**src/rtl/instr_pkg.sv**
```systemverilog
`default_nettype none
// ============================================================================
//  Module   : instr_pkg
//  Purpose  : Shared ISA definitions for the instruction encoder/loader:
//             type encoding, func codes, word field positions and the
//             type/func legality check used by encoder and decoder tests.
//  Revision : 1.0  initial release
// ============================================================================
package instr_pkg;

  typedef enum logic [1:0] {
    TYPE_MEM  = 2'b00,
    TYPE_DATA = 2'b01,
    TYPE_CTRL = 2'b10,
    TYPE_RSVD = 2'b11
  } instr_type_e;

  // Memory-type func codes
  localparam logic [4:0] c_func_load  = 5'b00000;
  localparam logic [4:0] c_func_store = 5'b01000;

  // Control-type funcs must have these low bits clear
  localparam logic [2:0] c_ctrl_func_low = 3'b000;

  // Data funcs with this bit clear are register-form (rd, rs1, rs2);
  // with it set they are immediate-form (rd, rs1, imm)
  localparam int c_data_imm_bit = 4;

  // Field positions inside the 32-bit instruction word
  localparam int c_type_msb = 31;
  localparam int c_type_lsb = 30;
  localparam int c_func_msb = 29;
  localparam int c_func_lsb = 25;
  localparam int c_f1_msb   = 24;
  localparam int c_f1_lsb   = 21;
  localparam int c_f2_msb   = 20;
  localparam int c_f2_lsb   = 17;
  localparam int c_f3_msb   = 16;
  localparam int c_f3_lsb   = 13;
  localparam int c_imm_msb  = 16;
  localparam int c_imm_lsb  = 0;

  // True when the type/func pair appears in the ISA decode table
  function automatic logic is_legal(input logic [1:0] typ, input logic [4:0] func);
    logic ok;
    ok = 1'b0;
    case (instr_type_e'(typ))
      TYPE_MEM:  ok = (func == c_func_load) || (func == c_func_store);
      TYPE_DATA: begin
        case (func)
          5'b00000, 5'b00001, 5'b00010, 5'b00011, 5'b01011,
          5'b10100, 5'b10101, 5'b10110, 5'b10111,
          5'b11000, 5'b11001, 5'b11010, 5'b11100: ok = 1'b1;
          default: ok = 1'b0;
        endcase
      end
      TYPE_CTRL: ok = (func[2:0] == c_ctrl_func_low);
      default:   ok = 1'b0;
    endcase
    return ok;
  endfunction

endpackage
`default_nettype wire

```
**src/rtl/instr_fifo.sv**
```systemverilog
`default_nettype none
// ============================================================================
//  Module   : instr_fifo
//  Purpose  : Small synchronous FIFO holding encoded words between the
//             field-accept stage and the IMEM write port. Head word is
//             visible combinationally; clr empties it in one cycle.
//  Revision : 1.0  initial release
// ============================================================================
module instr_fifo #(
  parameter int DEPTH = 4,
  parameter int WIDTH = 32
) (
  input  logic             clk,
  input  logic             rst,
  input  logic             clr,
  input  logic             push,
  input  logic [WIDTH-1:0] wdata,
  input  logic             pop,
  output logic [WIDTH-1:0] rdata,
  output logic             full,
  output logic             empty
);

  localparam int c_ptr_w = $clog2(DEPTH);

  logic [c_ptr_w:0]   wr_ptr_q, wr_ptr_d;
  logic [c_ptr_w:0]   rd_ptr_q, rd_ptr_d;
  logic [WIDTH-1:0]   mem_q [DEPTH];
  logic               w_do_push;
  logic               w_do_pop;

  // Extra pointer MSB distinguishes full from empty when indices match
  assign empty     = (wr_ptr_q == rd_ptr_q);
  assign full      = (wr_ptr_q[c_ptr_w] != rd_ptr_q[c_ptr_w]) &&
                     (wr_ptr_q[c_ptr_w-1:0] == rd_ptr_q[c_ptr_w-1:0]);
  assign w_do_push = push && !full;
  assign w_do_pop  = pop && !empty;
  assign rdata     = mem_q[rd_ptr_q[c_ptr_w-1:0]];

  // Pointer advance; clear discards all stored entries
  always_comb begin
    wr_ptr_d = wr_ptr_q + (c_ptr_w+1)'(w_do_push);
    rd_ptr_d = rd_ptr_q + (c_ptr_w+1)'(w_do_pop);
    if (clr) begin
      wr_ptr_d = '0;
      rd_ptr_d = '0;
    end
  end

  // Pointer registers
  always_ff @(posedge clk) begin
    if (rst) begin
      wr_ptr_q <= '0;
      rd_ptr_q <= '0;
    end else begin
      wr_ptr_q <= wr_ptr_d;
      rd_ptr_q <= rd_ptr_d;
    end
  end

  // Storage array; contents are don't-care while empty so no reset
  always_ff @(posedge clk) begin
    if (w_do_push) begin
      mem_q[wr_ptr_q[c_ptr_w-1:0]] <= wdata;
    end
  end

endmodule
`default_nettype wire

```
**src/rtl/instr_encoder_loader.sv**
```systemverilog
`default_nettype none
// ============================================================================
//  Module   : instr_encoder_loader
//  Purpose  : Accepts instruction field bundles, drops illegal type/func
//             pairs, packs legal ones into 32-bit words and streams them
//             through a FIFO into sequential IMEM addresses.
//  Revision : 1.0  initial release
// ============================================================================
module instr_encoder_loader
  import instr_pkg::*;
#(
  parameter int ADDR_W    = 10,
  parameter int BASE_ADDR = 0,
  parameter int DEPTH     = 4
) (
  input  logic              clk,
  input  logic              rst,
  input  logic              start,
  input  logic              in_valid,
  output logic              in_ready,
  input  logic [1:0]        in_type,
  input  logic [4:0]        in_func,
  input  logic [3:0]        in_rd,
  input  logic [3:0]        in_rs1,
  input  logic [3:0]        in_rs2,
  input  logic [16:0]       in_imm,
  input  logic              in_last,
  input  logic              imem_busy,
  output logic              imem_we,
  output logic [ADDR_W-1:0] imem_addr,
  output logic [31:0]       imem_wdata,
  output logic [ADDR_W:0]   words,
  output logic              done,
  output logic              err,
  output logic              ovf
);

  typedef enum logic [1:0] {
    S_IDLE  = 2'd0,
    S_RUN   = 2'd1,
    S_DRAIN = 2'd2,
    S_DONE  = 2'd3
  } state_e;

  localparam logic [ADDR_W-1:0] c_base_addr = ADDR_W'(BASE_ADDR);
  localparam logic [ADDR_W-1:0] c_last_addr = {ADDR_W{1'b1}};

  state_e            state_q, state_d;
  logic [ADDR_W-1:0] addr_q, addr_d;
  logic [ADDR_W:0]   words_q, words_d;
  logic              err_q, err_d;
  logic              ovf_q, ovf_d;
  logic              we_q, we_d;
  logic [31:0]       wdata_q, wdata_d;

  logic              w_fifo_full, w_fifo_empty, w_fifo_clr;
  logic [31:0]       w_fifo_head;
  logic [31:0]       w_word;
  logic              w_in_ready, w_accept, w_legal, w_push, w_pop, w_at_end;
  instr_type_e       w_type;

  assign w_type     = instr_type_e'(in_type);
  assign w_legal    = is_legal(in_type, in_func);
  assign w_in_ready = (state_q == S_RUN) && !w_fifo_full && !ovf_q;
  assign w_accept   = in_valid && w_in_ready;
  assign w_push     = w_accept && w_legal;
  // The write in flight uses the final address: nothing more may be popped
  assign w_at_end   = we_q && (addr_q == c_last_addr);
  assign w_pop      = ((state_q == S_RUN) || (state_q == S_DRAIN)) && !w_fifo_empty &&
                      !imem_busy && !ovf_q && !w_at_end;
  // A new session starts with an empty FIFO (entries stranded by overflow)
  assign w_fifo_clr = (state_q == S_IDLE) && start;

  instr_fifo #(
    .DEPTH (DEPTH),
    .WIDTH (32)
  ) u_fifo (
    .clk   (clk),
    .rst   (rst),
    .clr   (w_fifo_clr),
    .push  (w_push),
    .wdata (w_word),
    .pop   (w_pop),
    .rdata (w_fifo_head),
    .full  (w_fifo_full),
    .empty (w_fifo_empty)
  );

  // Pack the incoming fields into the instruction word layout
  always_comb begin
    w_word = '0;
    w_word[c_type_msb:c_type_lsb] = in_type;
    w_word[c_func_msb:c_func_lsb] = in_func;
    case (w_type)
      TYPE_CTRL: begin
        w_word[c_f1_msb:c_f1_lsb]   = in_rs1;
        w_word[c_f2_msb:c_f2_lsb]   = in_rs2;
        w_word[c_imm_msb:c_imm_lsb] = in_imm;
      end
      TYPE_DATA: begin
        w_word[c_f1_msb:c_f1_lsb] = in_rd;
        w_word[c_f2_msb:c_f2_lsb] = in_rs1;
        if (in_func[c_data_imm_bit]) begin
          w_word[c_imm_msb:c_imm_lsb] = in_imm;
        end else begin
          w_word[c_f3_msb:c_f3_lsb] = in_rs2;
        end
      end
      default: begin
        w_word[c_f1_msb:c_f1_lsb]   = in_rd;
        w_word[c_f2_msb:c_f2_lsb]   = in_rs1;
        w_word[c_imm_msb:c_imm_lsb] = in_imm;
      end
    endcase
  end

  // Session FSM, write-port staging and address/word bookkeeping
  always_comb begin
    state_d = state_q;
    addr_d  = addr_q;
    words_d = words_q;
    err_d   = err_q;
    ovf_d   = ovf_q;
    we_d    = w_pop;
    wdata_d = w_pop ? w_fifo_head : wdata_q;

    // Account for the write presented this cycle; the address saturates
    if (we_q) begin
      words_d = words_q + (ADDR_W+1)'(1);
      if (addr_q == c_last_addr) begin
        ovf_d = 1'b1;
      end else begin
        addr_d = addr_q + ADDR_W'(1);
      end
    end

    if (w_accept && !w_legal) begin
      err_d = 1'b1;
    end

    case (state_q)
      S_IDLE: begin
        if (start) begin
          state_d = S_RUN;
          err_d   = 1'b0;
          ovf_d   = 1'b0;
          words_d = '0;
          addr_d  = c_base_addr;
        end
      end
      S_RUN: begin
        if (ovf_q || (w_accept && in_last)) begin
          state_d = S_DRAIN;
        end
      end
      S_DRAIN: begin
        if ((w_fifo_empty || ovf_q) && !we_q) begin
          state_d = S_DONE;
        end
      end
      S_DONE:  state_d = S_IDLE;
      default: state_d = S_IDLE;
    endcase
  end

  // State and output registers
  always_ff @(posedge clk) begin
    if (rst) begin
      state_q <= S_IDLE;
      addr_q  <= c_base_addr;
      words_q <= '0;
      err_q   <= 1'b0;
      ovf_q   <= 1'b0;
      we_q    <= 1'b0;
      wdata_q <= '0;
    end else begin
      state_q <= state_d;
      addr_q  <= addr_d;
      words_q <= words_d;
      err_q   <= err_d;
      ovf_q   <= ovf_d;
      we_q    <= we_d;
      wdata_q <= wdata_d;
    end
  end

  // Reset suppresses a staged write in the same cycle it is asserted
  assign imem_we    = we_q && !rst;
  assign imem_addr  = addr_q;
  assign imem_wdata = wdata_q;
  assign words      = words_q;
  assign done       = (state_q == S_DONE);
  assign err        = err_q;
  assign ovf        = ovf_q;
  assign in_ready   = w_in_ready;

endmodule
`default_nettype wire

```
**config.mk**
```make
export PLATFORM = sky130hd
export DESIGN_NAME = instr_encoder_loader
export DESIGN_NICKNAME = d
export VERILOG_FILES = /design/src/rtl/instr_pkg.sv /design/src/rtl/instr_fifo.sv /design/src/rtl/instr_encoder_loader.sv
export SDC_FILE = /design/constraint.sdc
export NUM_CORES = 1
export LEC_CHECK = 0
export CAP_MARGIN = 20
export CORE_MARGIN = 2
export CORE_UTILIZATION = 40
export DETAILED_ROUTE_END_ITERATION = 12
export PLACE_DENSITY_LB_ADDON = 0.3
export RECOVER_POWER = 50
export SYNTH_ARGS = -nofsm -noshare
export SYNTH_HDL_FRONTEND = slang
export SYNTH_SLANG_ARGS = --single-unit
```
**constraint.sdc**
```tcl
create_clock -name clk -period 17.95 [get_ports clk]
set_clock_uncertainty 0.1 [all_clocks]
set_input_delay 3.59 -clock clk [delete_from_list [all_inputs] [get_ports clk]]
set_output_delay 3.59 -clock clk [all_outputs]
set_load 0.03 [all_outputs]
```
==> reports/qor.yml <==
holdCritPathClass: "reg -> reg"
p_leak_nw: 3.39
synthArstFlopShare_pct: 0
synth_top_family_by_area: "compound AO/OA/AOI/OAI gates"
synth_edf_count: 128
period_share_pct: 53.6
gp_congestion: 0.799
row_count: 51
grt_pass1_vias: 5088
setup_ws_ns: 8.33
hold-path-cell-count: 2
post-place-ws_ns: 9.19
synthCells: 545
critical-path-top-delay-family: "buffers and inverters"
synth-main-ff-cell: "edfxtp_1"
routed_via_density: 5.30
cts_buffers: 17
path_cells: "clkbuf_1 > nor2b_1 > clkdlybuf4s50_1"
syn_area_mm2: 0.00800
hold_buffers: 0
wl_per_cell_um: 18.2
die_x_um: 145
cts_sinks: 192
htreeDepth: 4
final_area_mm2: 0.00981
synth_nets: 602
tns_ns: 0
rsz0062_at_grt: "false"
reg2reg_setup_slack_ns: 12.77
antenna_found_initial: 0
hold_path_end: "imem_wdata[30]"
ff2ff_path_depth: 6
nets: 700
r2r_start: "u_fifo.rd_ptr_q[0]"
avgSynthCellArea_um2: 14.7
clock_path_buffers: 2
ir_drop_v: 0.0000750
period_minus_slack_ns: 9.62
hold_ws_ns: 0.367
synth_xor_area_share_pct: 2.19
critPathRequiredTime_ns: 14.26
p_per_area_mw_per_mm2: 93.9
antenna_cells: 0
drc: 0
io_buffer_count: 99
hold_start: "imem_wdata[30]"
fmax_mhz: 104
hold_viol_final: 0
worst_pin_slew_ns: 3.36
synthMuxAreaShare_pct: 9.51
final_common_cell: "edfxtp_1"
io_pins: 100
synth-simple-area-share_pct: 8.70
num-fill-cells: 1681
cp.buffers_inverters: 2
end_kind: "primary output"
grt_first_pass_wirelength_um: 27100
relSlewSlack_pct: -127
place_area_mm2: 0.00928
die-area_mm2: 0.0211
ys_ff_latch: 192
ant_nets: 0
vias: 4883
wl_um: 16800
seq_area_mm2: 0.00513
insertion_delay_ns: 0.43
path_class: "in -> out"
synth-adder-area-share_pct: 2.35
status: "finished, violations left"
synth_compound_area_share_pct: 10.7
critPathMaxStageDelay_ns: 1.59
setup_viol: 0
start_util_pct: 41.0
final_max_slew_viol_count: 55
post_cts_resized: 0
crit_slowest_cell: "clkbuf_1"
grt_use_total_pct: 16.5
start_kind: "input pin"
post_cts_buffers: 0
drv_cap: 2
cp_max_fo: 40
rr_endpoint: "imem_wdata[11]"
cts_tree: "yes"
area_growth_pct: 22.7
drive_above_1_share_pct: 16.2
final_cell_mix: "edfxtp_1 (128), dfxtp_1 (63), dlygate4sd3_1 (62), nand3_1 (39), clkdlybuf4s50_1 (36)"
die_h_um: 145
drt_iter0_drc: 288
yosys.cell_types.count: 52
grt_max_degree: 41
drtPass1Iterations: 4
clk_pin_slew_ns: 0.06
violations: "capacitance limit, slew limit"
grt_remaining_overflow: 0
root_buffer: "clkbuf_16"
cp.arrival_ns: 5.93
dp_hpwl_um: 11100
multi_input_area_mm2: 0.00265
coreArea_mm2: 0.0195
yosysSeqAreaShare_pct: 64.1
ys_warn_count: 0
## synth_stat cells (all sizes together) (2+ instances only)
cell / instances / area, um2
a21o: 2 / 15.0
dfxtp: 64 / 1280
inv: 9 / 33.8
nand4: 5 / 46.3
mux4: 32 / 721
a21oi: 39 / 263
buf: 19 / 109
clkbuf: 13 / 52.6
nor2b: 6 / 37.5
and2: 19 / 119
and3: 2 / 12.5
edfxtp: 128 / 3840
o311ai: 2 / 25.0
xor2: 13 / 114
o31ai: 2 / 15.0
xnor2: 7 / 61.3
o211a: 2 / 20.0
o21ai: 37 / 253
nand2: 9 / 33.8
a31oi: 2 / 12.5
nor4: 3 / 18.8
mux2i: 4 / 40.0
a211oi: 2 / 15.0
nor4b: 2 / 17.5
nand3: 39 / 195
nor2: 24 / 90.1
ha: 15 / 188
a22o: 17 / 149
and4: 3 / 26.3
nand2b: 5 / 31.3
nor3: 6 / 30.0
## per-stage QoR
stage | power [W] | util [%] | cells
3_3_place_gp | 0.000559 | 47.5 | 889
6_report | 0.000921 | 50.2 | 921
3_5_place_dp | 0.000562 | 47.5 | 889
2_1_floorplan | 0.000533 | - | 545
5_1_grt | 0.000953 | 50.2 | 921
4_1_cts | 0.000930 | 50.6 | 921
## routing by layer
layer	GRT usage, %	wire [um]
met5	0	0
met4	5.59	216
met3	4.11	969
met2	28.7	8510
met1	20.2	7090
## worst min-delay path: cells and delay by family, from the launching register on
family | cells | cell delay [ns]
AO/OA/AOI/OAI | 2 | 0.11
flip-flops | 1 | 0.32
## registers in the layout (all words and copies together), names as in the netlist
register         count
imem_addr           10
words               11
u_fifo.rd_ptr_q      3
we_q                 1
u_fifo.wr_ptr_q      3
state_q              2
u_fifo.mem_q       128
ovf                  1
err                  1
imem_wdata          32
## kinds of logic after synthesis
family,after synthesis
flops,192
buf+inv,41
mux,36
compound gates,113
simple gates,128
xor+xnor,20
fa+ha+maj,15
## layout make-up
class                   instances  share of cell area (%)
multi-input cells             312                    27.0
well taps                     265                    3.38
clock inverters                 6                   0.395
clock buffers                  26                    5.74
repair buffers                111                    10.9
flip-flops and latches        192                    52.2
inverters                       9                   0.344
## report_power, final
part / internal, W / leakage [nW] / switching, W
combinational: 0.0000285 / 1.42 / 0.0000401
sequential: 0.000478 / 1.68 / 0.00000325
clock: 0.000217 / 0.292 / 0.000154
## worst max path at each step
stage | cells after the start | slack (ns) | end | from
3_3_place_gp | 3 | 9.19 | imem_we | rst
2_1_floorplan | 6 | 9.62 | u_fifo.mem_q[2][0] | in_type[1]
3_5_place_dp | 3 | 9.19 | imem_we | rst
5_1_grt | 3 | 8.12 | imem_we | rst
6_report | 3 | 8.33 | imem_we | rst
4_1_cts | 3 | 9.18 | imem_we | rst
Power figures use the tool's default switching activity.
